<file path="src/rtl/multicycle_ctrl.sv">
// multicycle_ctrl: main control FSM of the multicycle RV32I core.
// Sequences one instruction at a time through FETCH, DECODE and the execute and
// writeback states. Outputs are Moore-decoded from the state register. The only
// input-dependent gating is mem_ready in FETCH and zero in BEQ.
//
// Optional feature: define MC_CTRL_UTYPE_EN to decode LUI/AUIPC into the UTYPE
// state. Without it, both opcodes are illegal and their immsrc is I-type (000).
//
// Ports:
//   clk        - clock, rising edge active
//   rst_n      - asynchronous active-low reset
//   op         - instr[6:0]
//   funct3     - instr[14:12], only qualifies BEQ
//   zero       - ALU zero flag
//   mem_ready  - memory completes the current access this cycle
//   pcwrite    - PC enable
//   adrsrc     - memory address select (0 PC, 1 ALUOut)
//   memwrite   - memory write strobe
//   irwrite    - IR / old-PC enable
//   regwrite   - register file write enable
//   resultsrc  - result select (00 ALUOut, 01 Data, 10 ALUResult)
//   alusrca    - ALU A select (00 PC, 01 OldPC, 10 rs1, 11 zero)
//   alusrcb    - ALU B select (00 rs2, 01 ImmExt, 10 const 4)
//   aluop      - ALU decoder op (00 add, 01 sub, 10 funct-decoded)
//   immsrc     - immediate format (I 000, S 001, B 010, J 011, U 100)
//   illegal    - sticky illegal-opcode flag
//   state      - current state, for debug
module multicycle_ctrl #(
  parameter logic [3:0] RESET_STATE = 4'd0
) (
  input  logic       clk,
  input  logic       rst_n,
  input  logic [6:0] op,
  input  logic [2:0] funct3,
  input  logic       zero,
  input  logic       mem_ready,
  output logic       pcwrite,
  output logic       adrsrc,
  output logic       memwrite,
  output logic       irwrite,
  output logic       regwrite,
  output logic [1:0] resultsrc,
  output logic [1:0] alusrca,
  output logic [1:0] alusrcb,
  output logic [1:0] aluop,
  output logic [2:0] immsrc,
  output logic       illegal,
  output logic [3:0] state
);

  typedef enum logic [3:0] {
    StFetch    = 4'd0,
    StDecode   = 4'd1,
    StMemAdr   = 4'd2,
    StMemRead  = 4'd3,
    StMemWb    = 4'd4,
    StMemWrite = 4'd5,
    StExecR    = 4'd6,
    StExecI    = 4'd7,
    StAluWb    = 4'd8,
    StBeq      = 4'd9,
    StJal      = 4'd10,
    StUtype    = 4'd11,
    StIllegal  = 4'd12
  } state_e;

  localparam logic [6:0] OpLoad   = 7'b0000011;
  localparam logic [6:0] OpStore  = 7'b0100011;
  localparam logic [6:0] OpRType  = 7'b0110011;
  localparam logic [6:0] OpIType  = 7'b0010011;
  localparam logic [6:0] OpBranch = 7'b1100011;
  localparam logic [6:0] OpJal    = 7'b1101111;
  localparam logic [6:0] OpLui    = 7'b0110111;
  localparam logic [6:0] OpAuipc  = 7'b0010111;

  state_e state_q, state_d;
  state_e decode_next;

  always_ff @(posedge clk or negedge rst_n) begin
    if (!rst_n) begin
      state_q <= state_e'(RESET_STATE);
    end else begin
      state_q <= state_d;
    end
  end

  // Opcode dispatch out of DECODE.
  always_comb begin
    decode_next = StIllegal;
    case (op)
      OpLoad, OpStore: decode_next = StMemAdr;
      OpRType:         decode_next = StExecR;
      OpIType:         decode_next = StExecI;
      OpBranch:        decode_next = (funct3 == 3'b000) ? StBeq : StIllegal;
      OpJal:           decode_next = StJal;
`ifdef MC_CTRL_UTYPE_EN
      OpLui, OpAuipc:  decode_next = StUtype;
`endif
      default:         decode_next = StIllegal;
    endcase
  end

  always_comb begin
    state_d = state_q;
    unique case (state_q)
      StFetch:    if (mem_ready) state_d = StDecode;
      StDecode:   state_d = decode_next;
      StMemAdr:   state_d = (op == OpLoad) ? StMemRead : StMemWrite;
      StMemRead:  if (mem_ready) state_d = StMemWb;
      StMemWb:    state_d = StFetch;
      StMemWrite: if (mem_ready) state_d = StFetch;
      StExecR:    state_d = StAluWb;
      StExecI:    state_d = StAluWb;
      StAluWb:    state_d = StFetch;
      StBeq:      state_d = StFetch;
      StJal:      state_d = StAluWb;
      StUtype:    state_d = StAluWb;
      StIllegal:  state_d = StIllegal;
      default:    state_d = StFetch;
    endcase
  end

  // Outputs decode from the registered state, so they are glitch-free apart
  // from the mem_ready and zero gating, which must act within the same cycle.
  always_comb begin
    pcwrite   = 1'b0;
    adrsrc    = 1'b0;
    memwrite  = 1'b0;
    irwrite   = 1'b0;
    regwrite  = 1'b0;
    resultsrc = 2'b00;
    alusrca   = 2'b00;
    alusrcb   = 2'b00;
    aluop     = 2'b00;
    illegal   = 1'b0;
    unique case (state_q)
      StFetch: begin
        alusrcb   = 2'b10;
        resultsrc = 2'b10;
        irwrite   = mem_ready;
        pcwrite   = mem_ready;
      end
      StDecode: begin
        alusrca = 2'b01;
        alusrcb = 2'b01;
      end
      StMemAdr: begin
        alusrca = 2'b10;
        alusrcb = 2'b01;
      end
      StMemRead: begin
        adrsrc = 1'b1;
      end
      StMemWb: begin
        resultsrc = 2'b01;
        regwrite  = 1'b1;
      end
      StMemWrite: begin
        adrsrc   = 1'b1;
        memwrite = 1'b1;
      end
      StExecR: begin
        alusrca = 2'b10;
        aluop   = 2'b10;
      end
      StExecI: begin
        alusrca = 2'b10;
        alusrcb = 2'b01;
        aluop   = 2'b10;
      end
      StAluWb: begin
        regwrite = 1'b1;
      end
      StBeq: begin
        alusrca = 2'b10;
        aluop   = 2'b01;
        pcwrite = zero;
      end
      StJal: begin
        alusrca = 2'b01;
        alusrcb = 2'b10;
        pcwrite = 1'b1;
      end
`ifdef MC_CTRL_UTYPE_EN
      StUtype: begin
        alusrcb = 2'b01;
        alusrca = (op == OpLui) ? 2'b11 : 2'b01;
      end
`endif
      StIllegal: begin
        illegal = 1'b1;
      end
      default: ;
    endcase
    // FETCH enables follow mem_ready, so reset must mask them explicitly.
    if (!rst_n) begin
      pcwrite  = 1'b0;
      irwrite  = 1'b0;
      memwrite = 1'b0;
      regwrite = 1'b0;
      illegal  = 1'b0;
    end
  end

  // Immediate format follows op in every state.
  always_comb begin
    immsrc = 3'b000;
    case (op)
      OpLoad, OpIType: immsrc = 3'b000;
      OpStore:         immsrc = 3'b001;
      OpBranch:        immsrc = 3'b010;
      OpJal:           immsrc = 3'b011;
`ifdef MC_CTRL_UTYPE_EN
      OpLui, OpAuipc:  immsrc = 3'b100;
`endif
      default:         immsrc = 3'b000;
    endcase
  end

  assign state = state_q;

endmodule

</file>
<file path="config.mk">
export PLATFORM = sky130hd
export DESIGN_NAME = multicycle_ctrl
export DESIGN_NICKNAME = d
export VERILOG_FILES = /design/src/rtl/multicycle_ctrl.sv
export SDC_FILE = /design/constraint.sdc
export NUM_CORES = 1
export LEC_CHECK = 0
export BUFFER_PORTS_ARGS = -buffer_cell sky130_fd_sc_hd__buf_2
export CORE_MARGIN = 10
export CORE_UTILIZATION = 38
export CTS_CLUSTER_SIZE = 30
export DETAILED_ROUTE_END_ITERATION = 8
export PLACE_DENSITY_LB_ADDON = 0.05
export SYNTH_ARGS = -nofsm -noshare
export SYNTH_HDL_FRONTEND = slang
export SYNTH_SLANG_ARGS = --single-unit
</file>
<file path="constraint.sdc">
create_clock -name clk -period 1.35 [get_ports clk]
set_input_delay 0.27 -clock clk [delete_from_list [all_inputs] [get_ports clk]]
set_output_delay 0.27 -clock clk [all_outputs]
set_load 0.01 [all_outputs]
</file>
==> metrics.md, run 1 <==
| Metric | Value |
|---|---|
| Post-route ant nets | `0` |
| Failing checks | `setup timing` |
| Final setup TNS | `-4160 ps` |
| Flops & latches, synth | `4` |
| CTS tree | `built` |
| GRT Util Overall | `17.3%` |
| Leak pwr | `0.640 nW` |
| Row cnt | `14` |
| Max_cap viols | `0` |
| Die height | `60.0 um` |
| Final critical-path share of the clock period | `129%` |
| Initial Utilization | `40.4%` |
| Min-delay worst type | `in -> reg` |
| Crit path cell chain | `nor2b_4, a21o_1, a32o_1, nor3b_2, buf_2` |
| Largest net degree at the start of global routing | `10` |
| WL final | `3.42 mm` |
| Ranking of synthesized cells by area | `dfrtp_1 (16%), nor2_1 (8.0%), nor3_1 (7.4%), a21oi_1 (6.6%), nand2_1 (4.9%)` |
| Max FFs per register | `4` |
| RSZ-0062 raised after global routing | `yes` |
| Clock power frac | `6.3%` |
| Clock Path Buffers | `2` |
| Share of cells above drive strength 1 | `66.7%` |
| Area share of the largest cell type after synthesis | `16.4%` |
| DRC Markers | `0` |
| GPL Wtd Cong | `0.801` |
| Number of port buffers | `33` |
| Final min period | `1740 ps` |
| Sequential-to-total area share from yosys stat | `16.4%` |
| Vias | `1,084` |
| Mapped cell area | `609 um^2` |
| Max Fanout on Critical Path | `6` |
| Number of global-route vias before repair | `1,006` |
| Largest stage delay on the critical path | `440 ps` |
| Ys flop type | `dfrtp_1` |
| Worst-path clk slew | `50 ps` |
| Sequential Power Share | `10.5%` |
| Combinational cell fraction of total power | `83.2%` |
| N_diodes | `0` |
| First-pass GRT wire length | `4.86 mm` |
| Iteration-0 DRC Markers | `51` |
| Synth warn | `0` |
| DIE WIDTH | `60.0 um` |
| Placement Setup Slack | `-169 ps` |
| Nets | `184` |
| Htree depth | `1` |
| Crit Path Class | `reg -> out` |
| Vias per cell | `5.89` |
| Status | `complete, but fails checks` |
| Yosys top cell by area | `dfrtp_1` |
| Final HPWL DP | `2.16 mm` |
| Worst VDD drop | `1.45 mV` |
| Int Power | `0.00138 W` |
| Syn Nets | `108` |
| CTS Buf Count | `3` |
| Post-synthesis async set-or-reset flop share | `100%` |
| Initial antenna violation count | `0` |
| Latest clock arrival within the worst-skew pair | `240 ps` |
| Synth Instances | `94` |
| Post-layout util | `88.5%` |
| Final Slew Violations | `0` |
| DR WL/cell | `18.6 um` |
| CP max stage cell | `dfrtp_2` |
| Area Growth Syn to Fin | `119%` |
| Startpoint Class | `flop` |
| Total grt overflow | `0` |
| Setup WS post-layout | `-389 ps` |
| Worst Skew | `7.28 ps` |
| TritonRoute pass-1 iters | `4` |
| Core ar. | `1510 um^2` |
| F_max | `575 MHz` |
| Switching part of the total | `45.6%` |
| Net Switching | `0.00116 W` |
| Arr. time, crit path | `1470 ps` |
| CP Capture Type | `output pin` |
| Final hold vios | `0` |
| Clock sink total | `4` |
| Die area | `3610 um^2` |
| CTS root buf | `clkbuf_4` |
| Count of unique library cells instantiated by Yosys | `35` |
| Ports | `35` |
| Setup-failing EPs final | `16` |
| Fillers | `80` |
| Worst Path Required | `1080 ps` |
| Power per cell area | `1910 nW/um^2` |
| Avg Inst Size Synth | `6.48 um^2` |
| EDFF count, synth | `0` |
repair_timing:
item / in CTS / in global routing
setup endpoints to repair: 18 / 21
gates resized for setup: 25 / 17
pin swaps: 4 / 5
hold endpoints to repair: 4 / 0
hold buffers: 1 / 0
setup buffers: 5 / 6
logic make-up after synthesis:
| kind of cell | Yosys count | synth area share (%) |
|---|---|---|
| compound gates | 25 | 27.9 |
| xor+xnor | 1 | 1.44 |
| buf+inv | 10 | 6.98 |
| flops | 4 | 16.4 |
| mux | 1 | 1.64 |
| other cells | 1 | 0.615 |
| simple gates | 52 | 45.0 |
metal layers:
layer	wire [um]	global-route usage, %	vias up
li1	-	-	497
met1	1290	19.7	504
met2	1740	31.6	68
met3	285	3.39	15
met4	102	3.85	0
met5	0	0	-
synthesized netlist by cell type, drive strengths merged (3+ instances only):
library cell and count:
nor2 13, nor3 9, a21oi 8, nand2 8
dfrtp 4, inv 4, nand3 4, a211oi 3
buf 3, clkbuf 3, nand2b 3, nor2b 3
nor4 3
placed cells by master, fill, tap and decap left out, types with 2 or more instances in the layout:
cell type | Yosys | final
inv_1 | 4 | 2
a21oi_2 | 0 | 5
buf_2 | 1 | 30
buf_6 | 0 | 12
nand3_1 | 4 | 3
nor4_2 | 0 | 2
a211oi_1 | 3 | 2
nand2b_1 | 3 | 3
nor3_2 | 0 | 3
nor3_1 | 9 | 6
buf_4 | 1 | 33
a21o_1 | 2 | 2
a21oi_1 | 8 | 3
nor2_2 | 0 | 3
nor2_1 | 13 | 9
a22oi_1 | 2 | 2
o211ai_1 | 2 | 2
nand2_1 | 8 | 6
o21ai_0 | 2 | 2
nor2b_4 | 0 | 2
dfrtp_2 | 0 | 4
clkbuf_4 | 0 | 3
critical path, delay by kind of cell, from the launching register on:
kind                   cells  cell delay [ps]
and+or+nand+nor            2              300
buffers and inverters      1              140
DFF                        1              440
AOI/OAI and AO/OA          2              340
cell type report:
class | count | area (um^2) | share of cell area, %
multi-input cells | 80 | 599 | 45.0
repair buffers | 77 | 563 | 42.3
inverters | 4 | 22.5 | 1.69
clock buffers | 3 | 22.5 | 1.69
well taps | 16 | 20.0 | 1.50
flip-flops and latches | 4 | 105 | 7.89
metrics by stage:
step	hold WS [ps]	area, um^2	total power (W)	std cells
floorplan	-25.6	669	0.00105	94
global placement	97.2	1070	0.00178	171
detailed placement	104	1070	0.00181	171
CTS	419	1230	0.00224	179
global route	464	1330	0.00268	184
finish	443	1330	0.00254	184
power groups by stage:
stage                     Sequential [W]  Clock, W  Combinational [W]
final                           0.000267  0.000160            0.00212
after detailed placement        0.000246         0            0.00156
after global placement          0.000247         0            0.00153
after floorplan                 0.000244         0           0.000802
after CTS                       0.000263  0.000163            0.00181
after global routing            0.000275  0.000169            0.00223
final timing paths:
check	start	to	slack, ps	depth (start not counted)
worst min register to register	state[3]	state[0]	530	1
worst min-delay path	op[6]	state[2]	440	3
max in group asynchronous	rst_n	state[3]	660	2
worst max-delay path	state[1]	pcwrite	-390	5
min in group asynchronous	rst_n	state[1]	470	2
worst max register to register	state[0]	state[0]	-150	4
No activity file was read; power rests on OpenSTA's default activity.
==> inputs of run 2 (changes only) <==
Settings changed: CORE_UTILIZATION 38 to 40.
Clock period 1.35 ns to 1.8 ns, I/O delays scaled along.
==> run 2 against run 1 <==
Effect of this change: the flow still finishes with violations (setup timing); die area down 3.4%; power decreased by 52%; final cell count is 18% lower; critical path depth stayed put; wire length is 35% lower; utilization is 25 points lower; sequential power is 6% lower; non-clock buffer count decreased by 33; hold slack better by 42 ps; sequential cell count unchanged; register-to-register slack improved by 400 ps; combinational power shrank 60%; largest power group unchanged.
==> metrics.md, run 2 (synthesis gave the netlist of run 1 again) <==
| Metric | Value |
|---|---|
| Setup WS post-layout | `-18.9 ps (was -389 ps)` |
| Number of port buffers | `33 (unchanged)` |
| Status | `complete, but fails checks (unchanged)` |
| GRT Util Overall | `11.3% (was 17.3%)` |
| CTS root buf | `clkbuf_4 (unchanged)` |
| Vias | `869 (was 1,084)` |
| Die height | `59.0 um (was 60.0 um)` |
| Core ar. | `1470 um^2 (was 1510 um^2)` |
| Final hold vios | `0 (unchanged)` |
| RSZ-0062 raised after global routing | `yes (unchanged)` |
| Area Growth Syn to Fin | `54.2% (was 119%)` |
| Clock sink total | `4 (unchanged)` |
| F_max | `550 MHz` |
| Setup-failing EPs final | `1 (was 16)` |
| Min-delay worst type | `in -> reg (unchanged)` |
| Most frequent cells in the layout | `buf_2 (33), nor3_1 (8), nor2_1 (8) (was buf_4 (33), buf_2 (30), buf_6 (12))` |
| Number of global-route vias before repair | `779 (was 1,006)` |
| Largest net degree at the start of global routing | `22 (was 10)` |
| Final min period | `1820 ps` |
| Iteration-0 DRC Markers | `14 (was 51)` |
| Worst Skew | `9.23 ps (was 7.28 ps)` |
| Post-route insts no fill | `151 (was 184)` |
| Placement Setup Slack | `173 ps (was -169 ps)` |
| Startpoint Class | `flop (unchanged)` |
| Clock Path Buffers | `2 (unchanged)` |
| Worst VDD drop | `0.652 mV (was 1.45 mV)` |
| Total grt overflow | `0 (unchanged)` |
| Initial antenna violation count | `0 (unchanged)` |
| Max_cap viols | `0 (unchanged)` |
| TritonRoute pass-1 iters | `4 (unchanged)` |
| Nets | `151 (was 184)` |
| Final critical-path share of the clock period | `101%` |
| GPL Wtd Cong | `0.761 (was 0.801)` |
| Final Slew Violations | `0 (unchanged)` |
| Die area | `3480 um^2 (was 3610 um^2)` |
| Multi-input logic area | `515 um^2 (was 599 um^2)` |
| Vias per cell | `5.75 (was 5.89)` |
| CP Capture Type | `output pin (unchanged)` |
| WL final | `2.21 mm (was 3.42 mm)` |
| Power per cell area | `1290 nW/um^2 (was 1910 nW/um^2)` |
| Latest clock arrival within the worst-skew pair | `240 ps (about the same)` |
| Ports | `35 (unchanged)` |
| Max FFs per register | `4 (unchanged)` |
| Row cnt | `14 (unchanged)` |
| Post-route ant nets | `0 (unchanged)` |
| Htree depth | `1 (unchanged)` |
| Worst-path clk slew | `30 ps (was 50 ps)` |
| Worst Path Required | `1440 ps (was 1080 ps)` |
| Share of cells above drive strength 1 | `48.9% (was 66.7%)` |
| Leak pwr | `0.443 nW (was 0.640 nW)` |
| DRC Markers | `0 (unchanged)` |
| DIE WIDTH | `59.0 um (was 60.0 um)` |
| N_diodes | `0 (unchanged)` |
| CTS tree | `built (unchanged)` |
| Initial Utilization | `41.4% (was 40.4%)` |
| Arr. time, crit path | `1460 ps (was 1470 ps)` |
| Crit Path Class | `reg -> out (unchanged)` |
| Placed cells | `143 (was 171)` |
| CTS Buf Count | `3 (unchanged)` |
| First-pass GRT wire length | `3.19 mm (was 4.86 mm)` |
| DR WL/cell | `14.6 um (was 18.6 um)` |
| Commonest non-fill, non-tap cell in the layout | `buf_2 (was buf_4)` |
| Max Fanout on Critical Path | `5 (was 6)` |
| Area occupied by registers | `105 um^2 (unchanged)` |
| Power, Total | `0.00121 W (was 0.00254 W)` |
| Final HPWL DP | `1.68 mm (was 2.16 mm)` |
| Fillers | `145 (was 80)` |
| Hold slack | `485 ps (was 443 ps)` |
| Post-layout util | `63.9% (was 88.5%)` |
| Failing checks | `setup timing (unchanged)` |
## run 2: final cells by class
| type | count | share of cell area [%] |
|---|---|---|
| Clock buffer | 3 | 2.40 |
| Inverter | 4 | 1.60 |
| Multi-Input combinational cell | 80 | 54.9 |
| Sequential cell | 4 | 11.2 |
| Tap cell | 16 | 2.13 |
| Timing Repair Buffer | 44 | 27.8 |
## run 2: worst paths after layout
path	start	endpoint	slack [ps]	cells after the start
max in group asynchronous	rst_n	state[2]	1050	2
min in group asynchronous	rst_n	state[0]	540	2
min reg2reg	state[2]	state[3]	740	1
max reg2reg	state[1]	state[0]	250	4
min	op[4]	state[2]	490	3
max	state[1]	pcwrite	-20	5
## run 2: report_power, final
| group | internal (W) | switching [W] | total [W] |
|---|---|---|---|
| logic | 0.000400 | 0.000448 | 0.000848 |
| registers | 0.000129 | 0.000122 | 0.000251 |
| clock network | 0.0000747 | 0.0000387 | 0.000113 |
| total | 0.000604 | 0.000609 | 0.00121 |
## run 2: repair_timing
action,in CTS,in global routing
gates resized for setup,3,19
gates cloned,0,0
endpoints found under the setup margin,9,10
hold endpoints to repair,4,0
pin swaps,0,4
setup buffers,0,4
hold buffers,1,0
## run 2: critical path: stages (launching register included)
cell and delay, ps:
dfrtp_2 440, nor2b_4 150, a21o_1 160, a32o_1 190, nor3b_2 140, buf_2 150
## run 2: per-stage QoR
stage	TNS, ps	cell area [um^2]
finish	-18.9	940
global route	-180	940
CTS	-100	851
detailed placement	0	812
global placement	0	812
floorplan	0	609
## run 2: layer usage
metal	GRT usage (%)	routed length, um
met1	12.9	923
met2	18.6	1120
met3	3.00	151
met4	5.90	19
met5	0	0
